$ cat src/rtl/multicycle_control.sv
// Multicycle MIPS control FSM: sequences fetch/decode/execute/memory/write-back
// over a shared datapath, with a memory-ready handshake and a timeout watchdog.
module multicycle_control #(
  parameter int TIMEOUT_CYCLES = 255,
  parameter int TO_W           = 8
) (
  input  logic       clk,
  input  logic       rst_n,
  input  logic [5:0] op_code,
  input  logic       mem_ready,
  output logic       pc_write,
  output logic       pc_write_cond,
  output logic       i_or_d,
  output logic       mem_read,
  output logic       mem_write,
  output logic       ir_write,
  output logic       reg_dst,
  output logic       mem_to_reg,
  output logic       reg_write,
  output logic       alu_src_a,
  output logic [1:0] alu_src_b,
  output logic [1:0] alu_op,
  output logic [1:0] pc_source,
  output logic       instr_done,
  output logic       illegal_op,
  output logic       mem_fault,
  output logic [3:0] state
);

  typedef enum logic [3:0] {
    S_FETCH    = 4'd0,
    S_DECODE   = 4'd1,
    S_MEM_ADDR = 4'd2,
    S_MEM_RD   = 4'd3,
    S_MEM_WB   = 4'd4,
    S_MEM_WR   = 4'd5,
    S_EXEC     = 4'd6,
    S_R_WB     = 4'd7,
    S_BRANCH   = 4'd8,
    S_JUMP     = 4'd9,
    S_ADDI_EX  = 4'd10,
    S_ADDI_WB  = 4'd11,
    S_IDLE     = 4'd15
  } state_e;

  localparam logic [5:0] OP_RTYPE = 6'd0;
  localparam logic [5:0] OP_J     = 6'd2;
  localparam logic [5:0] OP_BEQ   = 6'd4;
  localparam logic [5:0] OP_ADDI  = 6'd8;
  localparam logic [5:0] OP_LW    = 6'd35;
  localparam logic [5:0] OP_SW    = 6'd43;

  localparam bit             WD_EN    = (TIMEOUT_CYCLES != 0);
  localparam logic [TO_W-1:0] TO_LIMIT = WD_EN ? TO_W'(TIMEOUT_CYCLES - 1) : '0;

  state_e          state_q, state_d;
  logic [TO_W-1:0] wait_cnt_q, wait_cnt_d;
  logic            is_wait, at_limit;

  always_ff @(posedge clk or negedge rst_n) begin
    if (!rst_n) begin
      state_q    <= S_IDLE;
      wait_cnt_q <= '0;
    end else begin
      state_q    <= state_d;
      wait_cnt_q <= wait_cnt_d;
    end
  end

  // Memory handshake: the request (mem_read/mem_write) is held for as long as
  // the FSM sits in a wait state; a transfer completes in the cycle where the
  // request and mem_ready are both high, and only then do the completion
  // strobes fire. mem_ready in the watchdog limit cycle still completes.
  assign is_wait  = (state_q == S_FETCH) || (state_q == S_MEM_RD) || (state_q == S_MEM_WR);
  assign at_limit = WD_EN && (wait_cnt_q == TO_LIMIT) && !mem_ready;

  always_comb begin
    state_d       = state_q;
    pc_write      = 1'b0;
    pc_write_cond = 1'b0;
    i_or_d        = 1'b0;
    mem_read      = 1'b0;
    mem_write     = 1'b0;
    ir_write      = 1'b0;
    reg_dst       = 1'b0;
    mem_to_reg    = 1'b0;
    reg_write     = 1'b0;
    alu_src_a     = 1'b0;
    alu_src_b     = 2'b00;
    alu_op        = 2'b00;
    pc_source     = 2'b00;
    instr_done    = 1'b0;
    illegal_op    = 1'b0;
    mem_fault     = 1'b0;
    case (state_q)
      S_IDLE: state_d = S_FETCH;
      S_FETCH: begin
        mem_read  = 1'b1;
        alu_src_b = 2'b01;
        if (mem_ready) begin
          ir_write = 1'b1;
          pc_write = 1'b1;
          state_d  = S_DECODE;
        end else if (at_limit) begin
          mem_fault = 1'b1;
          state_d   = S_IDLE;
        end
      end
      S_DECODE: begin
        alu_src_b = 2'b11;
        case (op_code)
          OP_RTYPE:     state_d = S_EXEC;
          OP_LW, OP_SW: state_d = S_MEM_ADDR;
          OP_BEQ:       state_d = S_BRANCH;
          OP_J:         state_d = S_JUMP;
          OP_ADDI:      state_d = S_ADDI_EX;
          default: begin
            illegal_op = 1'b1;
            state_d    = S_FETCH;
          end
        endcase
      end
      S_MEM_ADDR: begin
        alu_src_a = 1'b1;
        alu_src_b = 2'b10;
        state_d   = (op_code == OP_LW) ? S_MEM_RD : S_MEM_WR;
      end
      S_MEM_RD: begin
        mem_read = 1'b1;
        i_or_d   = 1'b1;
        if (mem_ready) begin
          state_d = S_MEM_WB;
        end else if (at_limit) begin
          mem_fault = 1'b1;
          state_d   = S_IDLE;
        end
      end
      S_MEM_WB: begin
        mem_to_reg = 1'b1;
        reg_write  = 1'b1;
        instr_done = 1'b1;
        state_d    = S_FETCH;
      end
      S_MEM_WR: begin
        mem_write = 1'b1;
        i_or_d    = 1'b1;
        if (mem_ready) begin
          instr_done = 1'b1;
          state_d    = S_FETCH;
        end else if (at_limit) begin
          mem_fault = 1'b1;
          state_d   = S_IDLE;
        end
      end
      S_EXEC: begin
        alu_src_a = 1'b1;
        alu_op    = 2'b10;
        state_d   = S_R_WB;
      end
      S_R_WB: begin
        reg_dst    = 1'b1;
        reg_write  = 1'b1;
        instr_done = 1'b1;
        state_d    = S_FETCH;
      end
      S_BRANCH: begin
        alu_src_a     = 1'b1;
        alu_op        = 2'b01;
        pc_write_cond = 1'b1;
        pc_source     = 2'b01;
        instr_done    = 1'b1;
        state_d       = S_FETCH;
      end
      S_JUMP: begin
        pc_write   = 1'b1;
        pc_source  = 2'b10;
        instr_done = 1'b1;
        state_d    = S_FETCH;
      end
      S_ADDI_EX: begin
        alu_src_a = 1'b1;
        alu_src_b = 2'b10;
        state_d   = S_ADDI_WB;
      end
      S_ADDI_WB: begin
        reg_write  = 1'b1;
        instr_done = 1'b1;
        state_d    = S_FETCH;
      end
      default: state_d = S_IDLE;
    endcase
  end

  // The wait counter restarts on every state change so each request gets a full budget.
  always_comb begin
    wait_cnt_d = wait_cnt_q;
    if (state_d != state_q)
      wait_cnt_d = '0;
    else if (is_wait && !mem_ready)
      wait_cnt_d = wait_cnt_q + 1'b1;
  end

  assign state = state_q;

endmodule

$ cat config.mk
export PLATFORM = sky130hd
export DESIGN_NAME = multicycle_control
export DESIGN_NICKNAME = d
export VERILOG_FILES = /design/src/rtl/multicycle_control.sv
export SDC_FILE = /design/constraint.sdc
export NUM_CORES = 1
export LEC_CHECK = 0
export BUFFER_PORTS_ARGS = -buffer_cell sky130_fd_sc_hd__buf_4
export CAP_MARGIN = 20
export CORE_AREA = 3 3 50 52
export DETAILED_ROUTE_END_ITERATION = 16
export DIE_AREA = 0 0 53 55
export GPL_TIMING_DRIVEN = 0
export HOLD_SLACK_MARGIN = 0.05
export MAX_ROUTING_LAYER = met4
export PLACE_DENSITY = 0.88
export RECOVER_POWER = 25
export SETUP_SLACK_MARGIN = 0.15
export SLEW_MARGIN = 20
export SYNTH_ARGS = -nofsm -noshare
export SYNTH_HDL_FRONTEND = slang
export SYNTH_SLANG_ARGS = --single-unit
$ cat constraint.sdc
create_clock -name clk -period 5.07 [get_ports clk]
set_input_delay 0.507 -clock clk [delete_from_list [all_inputs] [get_ports clk]]
set_output_delay 0.507 -clock clk [all_outputs]
set_load 0.01 [all_outputs]
## Word level (Yosys, flattened, before mapping)

Index checks and enable logic that the tools add are counted.

- Add/subtract/negate cells: 1
- Equal/unequal tests: 19
- Reduce and logical (&&, ||, !) cells: 18
- Mux-type cells: 29

Operator list:

| cell | number |
|---|---|
| 4-bit case mux with 8 select lines | 1 |
| 4-bit == test, second input constant | 5 |
| 4-bit case mux with 5 select lines | 1 |
| 4-bit by 3-bit == test with 1-bit output, second input constant | 4 |
| 4-bit 2-to-1 mux | 4 |
| 8-bit 2-to-1 mux | 2 |
| 1-bit 2-to-1 mux | 15 |
| 6-bit == test, second input constant | 2 |
| 6-bit OR reduction | 2 |
| 8-bit by 1-bit adder with 8-bit output, second input constant | 1 |
| 4-bit by 2-bit == test with 1-bit output, second input constant | 2 |
| 8-bit == test, second input constant | 1 |
| 2-bit case mux with 2 select lines | 2 |
| 2-bit OR reduction | 4 |
| 6-bit by 2-bit == test with 1-bit output, second input constant | 1 |
| 6-bit by 3-bit == test with 1-bit output, second input constant | 1 |
| 6-bit by 4-bit == test with 1-bit output, second input constant | 1 |
| 6-bit zero test | 1 |
| 2-bit case mux with 3 select lines | 1 |
| 3-bit OR reduction | 2 |
| 5-bit OR reduction | 1 |
| 4-bit by 1-bit == test with 1-bit output, second input constant | 1 |
| 4-bit zero test | 1 |
| 4-bit inequality test | 1 |
| 7 further kinds | 10 |

- Word-level logic and storage cells: 69
- Output and inout bits: 23
- Register bits: 12

## Longest topological paths before layout

- Word-level depth: 7
- Mapped depth: 8

## Worst setup path after synthesis

Ideal clock, no wire load.

- Kind: register to register
- From: register state_q[0], in the netlist state[0]
- To: register wait_cnt_q[1]
- Data arrival time: 2.193 ns
- Data required time: 4.983 ns
- Stages on the path, launching flop included: 7
- Path slack: 2.789 ns
- Period minus slack after synthesis: 2.281 ns
- Path through: dfstp_2 -> buf_2 -> or4b_4 -> or4_4 -> o221ai_4 -> nand4_4 -> a211oi_2

- Cells in the longest elaborated chain, start to end: 5
- Elaborated cells between the ends (all ways): 25
- Those cells by class: eq/ne: 13; mux: 6; reduce/logical: 6

RTL lines:

| item | line | source |
|---|---|---|
| start, declared | 56 | `state_e state_q, state_d;` |
| start signal, assigned | 65 | `state_q <= state_d;` |
| 4-bit == test (tied with other cells) | 95 | `case (state_q)` |
| 6-bit OR reduction (no source line) (tied with other cells) | - |  |
| 4-bit case mux with 8 select lines or 1-bit logical OR (tied branches) | 95, 74 |  |
| 4-bit inequality test or 1-bit logical AND (tied branches) | 197, 199 |  |
| 8-bit 2-to-1 mux or 2-bit nonzero test (tied branches) | - |  |
| end signal, assigned | 66 | `wait_cnt_q <= wait_cnt_d;` |
| end, declared | 57 | `logic [TO_W-1:0] wait_cnt_q, wait_cnt_d;` |

Several ways; a longest one is shown, not always the timed one.
A chain may end at the register's enable or synchronous reset.

## Worst setup path in the final report

- From: register state_q[2], in the netlist state[2]
- To: output port reg_write

- Cells in the longest elaborated chain, start to end: 3
- Elaborated cells between the ends (all ways): 5
- Those cells by class: eq/ne: 3; mux: 1; reduce/logical: 1

RTL lines:

| item | line | source |
|---|---|---|
| 4-bit == test or 4-bit by 3-bit == test with 1-bit output (tied branches) | 95 |  |
| 3-bit OR reduction (no source line) * | - |  |
| 1-bit 2-to-1 mux * | 95 |  |
| end, declared | 19 | `output logic reg_write,` |

Mark *: on every way between the ends. The rest lies on a longest branch, timed or not.

==> metrics <==
status=completed; DR WL/cell=12.9 um; share of layout cells above drive strength 1=27.2%; largest net degree at the start of global routing=13; setup ws final=2.21 ns; initial core utilization=53.2%; EDFF count, synth=0; Main synth FF type=dfrtp_1; Overall Global Routing Usage=about a fifth; first-pass GRT wire length=4280 um; synth unique cells=46; worst reg2reg startpoint=state[0]; cell count of the worst reg-to-reg path=7; number of clock sinks=12; flops & latches, synth=12; Final Core Density=67.3%; Final Cell Area=1450 um^2; Mapped Nets=160; critical path class=reg2out; fin. max-slew vios=0; Core ar.=~2100 um^2; Max FO, Critical Path=10; Row Count=17; Hold Fails Final Rpt=0; clock network fraction of total power=about 16%; most frequent cells after synthesis=nor2_1 (31), nand2_1 (13), clkbuf_1 (9); Post-DP HPWL=2140 um; RSZ-0062 raised after global routing=no; largest cells by area after synthesis=dfrtp_1 (18%), nor2_1 (10%), dfstp_2 (9.2%); Antenna Nets Post-Route=0; Total Wirelength=2730 um; Switching Share=41.2%; placement-stage cell area=1400 um^2; boundary pin count=32; post-CTS setup buffer count=0; simple-gate share of the synthesized area=33.8%; Hold Path Class=reg2reg; Synth area leader=dfrtp_1; Fmax achieved=350 MHz; P&R area growth vs syn=26.5%; Max Cap Viol=0; crit end category=output pin; Clock Latency Late Sink=approximately 0.27 ns; H-tree levels=1; initial DRC count=37; Synth top area share=between 10% and 20%; grt total ovfl=0; headroom to the max-slew limit=46.5%; CTS tree=yes; antenna violations before repair=0; Layout Skew=0.00152 ns; clock-pin slew on the worst setup and hold paths=0.07 ns; diodes inserted=0; Final setup viols=0; CP startpoint kind=flop; DRC=0; Worst Tran Pin Value=0.796 ns; Seq/Total Area, Yosys=26.7%; vias in the first global route=1,029; Max clock buf depth=2; DR pass1 iterations=4; Reg2Reg Setup Slack=approximately 2.6 ns; pre-CTS setup slack=2.54 ns; Die Ht=55 um; PortBufs=30; Tot Pwr=0.481 mW; Nets=~200; Power Density=333 nW/um^2; CP startpoint=state[2]; die area=2920 um^2; Synth Area in Adders=2.19%; Cell Area, Synth=1140 um^2; cells after synthesis=149; Compound-Gate Fraction of Synth Area=between 20% and 30%; internal power=between 0.2 and 0.3 mW; CP endpoint=reg_write; Synth Warn #=0; leakage=0.632 nW; Die X=~53 um; combinational family with the most area after synthesis=simple AND/OR/NAND/NOR gates; CTS Buf Count=3; NetSw=0.198 mW; Routability Congestion=0.929; Worst EP arrival=around 2.4 ns; setup tns final=0 ns; Comb pwr share=about 59%; period utilization=56.4%; CTS Root Buffer Type=clkbuf_4; syn avg cell area=about 7.7 um^2; ys async rst share=100%; worst flop-to-flop path endpoint=wait_cnt_q[1]; Vias/cell=roughly 5.7; Period minus WS final=~2.9 ns; Critical Path RT=4.56 ns; Reg power frac=between 20 and 30%; total number of vias=around 1.2k; FILL cells=192; XOR/XNOR share of the synthesized area=7.67%; mux cell area share after synthesis=0%; count leader, synth=nor2_1; Peak VDD IR=0.000225 V
## stage by stage
stage	hold slack [ns]	std cells
2_1_floorplan	0.211	149
3_3_place_gp	0.347	207
3_5_place_dp	0.352	207
4_1_cts	0.0543	211
5_1_grt	0.593	212
6_report	0.556	212
## routing by layer
layer  track usage, %  up-vias  part of all wire (%)
li1                 -      594                     -
met1             23.0      566                    42
met2             35.1       40                    50
met3             2.41        6                   6.5
met4             7.23        0                  0.99
met5                -        -                     0
## power by group through the flow
stage | Sequential, mW | Combinational, mW | Clock [mW]
2_1_floorplan | 0.125 | 0.190 | 0
3_3_place_gp | 0.123 | 0.279 | 0
3_5_place_dp | 0.124 | 0.284 | 0
4_1_cts | 0.122 | 0.284 | 0.0775
5_1_grt | 0.124 | 0.314 | 0.0840
6_report | 0.122 | 0.284 | 0.0755
## registers in the layout, indices dropped and copies added, names as in the netlist
| signal | cells |
|---|---|
| state | 4 |
| wait_cnt_q | 8 |
## critical path, cell delays in order, from the launching register on
cell and delay, ns:
dfstp_2 0.53, clkbuf_1 0.30, clkbuf_1 0.39, inv_1 0.19, nand2_1 0.17, a21oi_1 0.08, or2_2 0.27, buf_4 0.14
## how the worst min path moves through the flow
stage	startpoint	slack (ns)	end	cells after the start
finish	wait_cnt_q[6]	0.56	wait_cnt_q[6]	2
detailed placement	rst_n	0.35	wait_cnt_q[2]	1
global placement	rst_n	0.35	wait_cnt_q[3]	1
global route	wait_cnt_q[7]	0.59	wait_cnt_q[7]	2
CTS	rst_n	0.05	wait_cnt_q[7]	1
floorplan	rst_n	0.21	wait_cnt_q[0]	0
## cell type report
| type | count | area (um^2) | area share [%] |
|---|---|---|---|
| tap | 28 | 35.0 | 2.42 |
| buffer | 13 | 65.1 | 4.50 |
| multi-input combinational | 120 | 757 | 52.4 |
| sequential | 12 | 305 | 21.1 |
| clock buffer | 4 | 36.3 | 2.51 |
| timing repair buffer | 31 | 231 | 16.0 |
| inverter | 4 | 15.0 | 1.04 |
## cell usage in the layout (no fill, tap or decap), types with 2 or more instances in the layout
cell | netlist | layout
or2_2 | 2 | 2
a211oi_1 | 3 | 3
a21oi_1 | 4 | 4
o22ai_1 | 3 | 3
nand2_1 | 13 | 13
xnor2_1 | 3 | 3
nor2_1 | 31 | 31
nor2b_1 | 2 | 2
nor3_1 | 4 | 4
nand4_1 | 3 | 3
or3_1 | 3 | 3
o211ai_1 | 2 | 2
and3_1 | 3 | 3
ha_1 | 2 | 2
inv_1 | 4 | 4
nand3_1 | 3 | 3
dfrtp_1 | 8 | 8
nand2b_1 | 3 | 3
and3b_1 | 2 | 2
xor2_1 | 7 | 7
o21ai_0 | 7 | 7
clkbuf_1 | 9 | 10
buf_4 | 2 | 31
clkbuf_4 | 0 | 3
dfstp_2 | 4 | 4
## cells by family (layout without fill, tap and decap cells)
logic type | count (synthesis) | count (layout)
flops | 12 | 12
buf+inv | 17 | 52
simple gates | 75 | 75
xor+xnor | 10 | 10
compound gates | 33 | 33
fa+ha+maj | 2 | 2
## repair_timing
| item | 4_1_cts | 5_1_grt |
|---|---|---|
| setup endpoints to repair | 0 | 0 |
| hold buffers | 0 | 1 |
| hold endpoints to repair | 0 | 3 |
| gates resized for setup | 0 | 0 |
(Power assumes the default switching activity.)
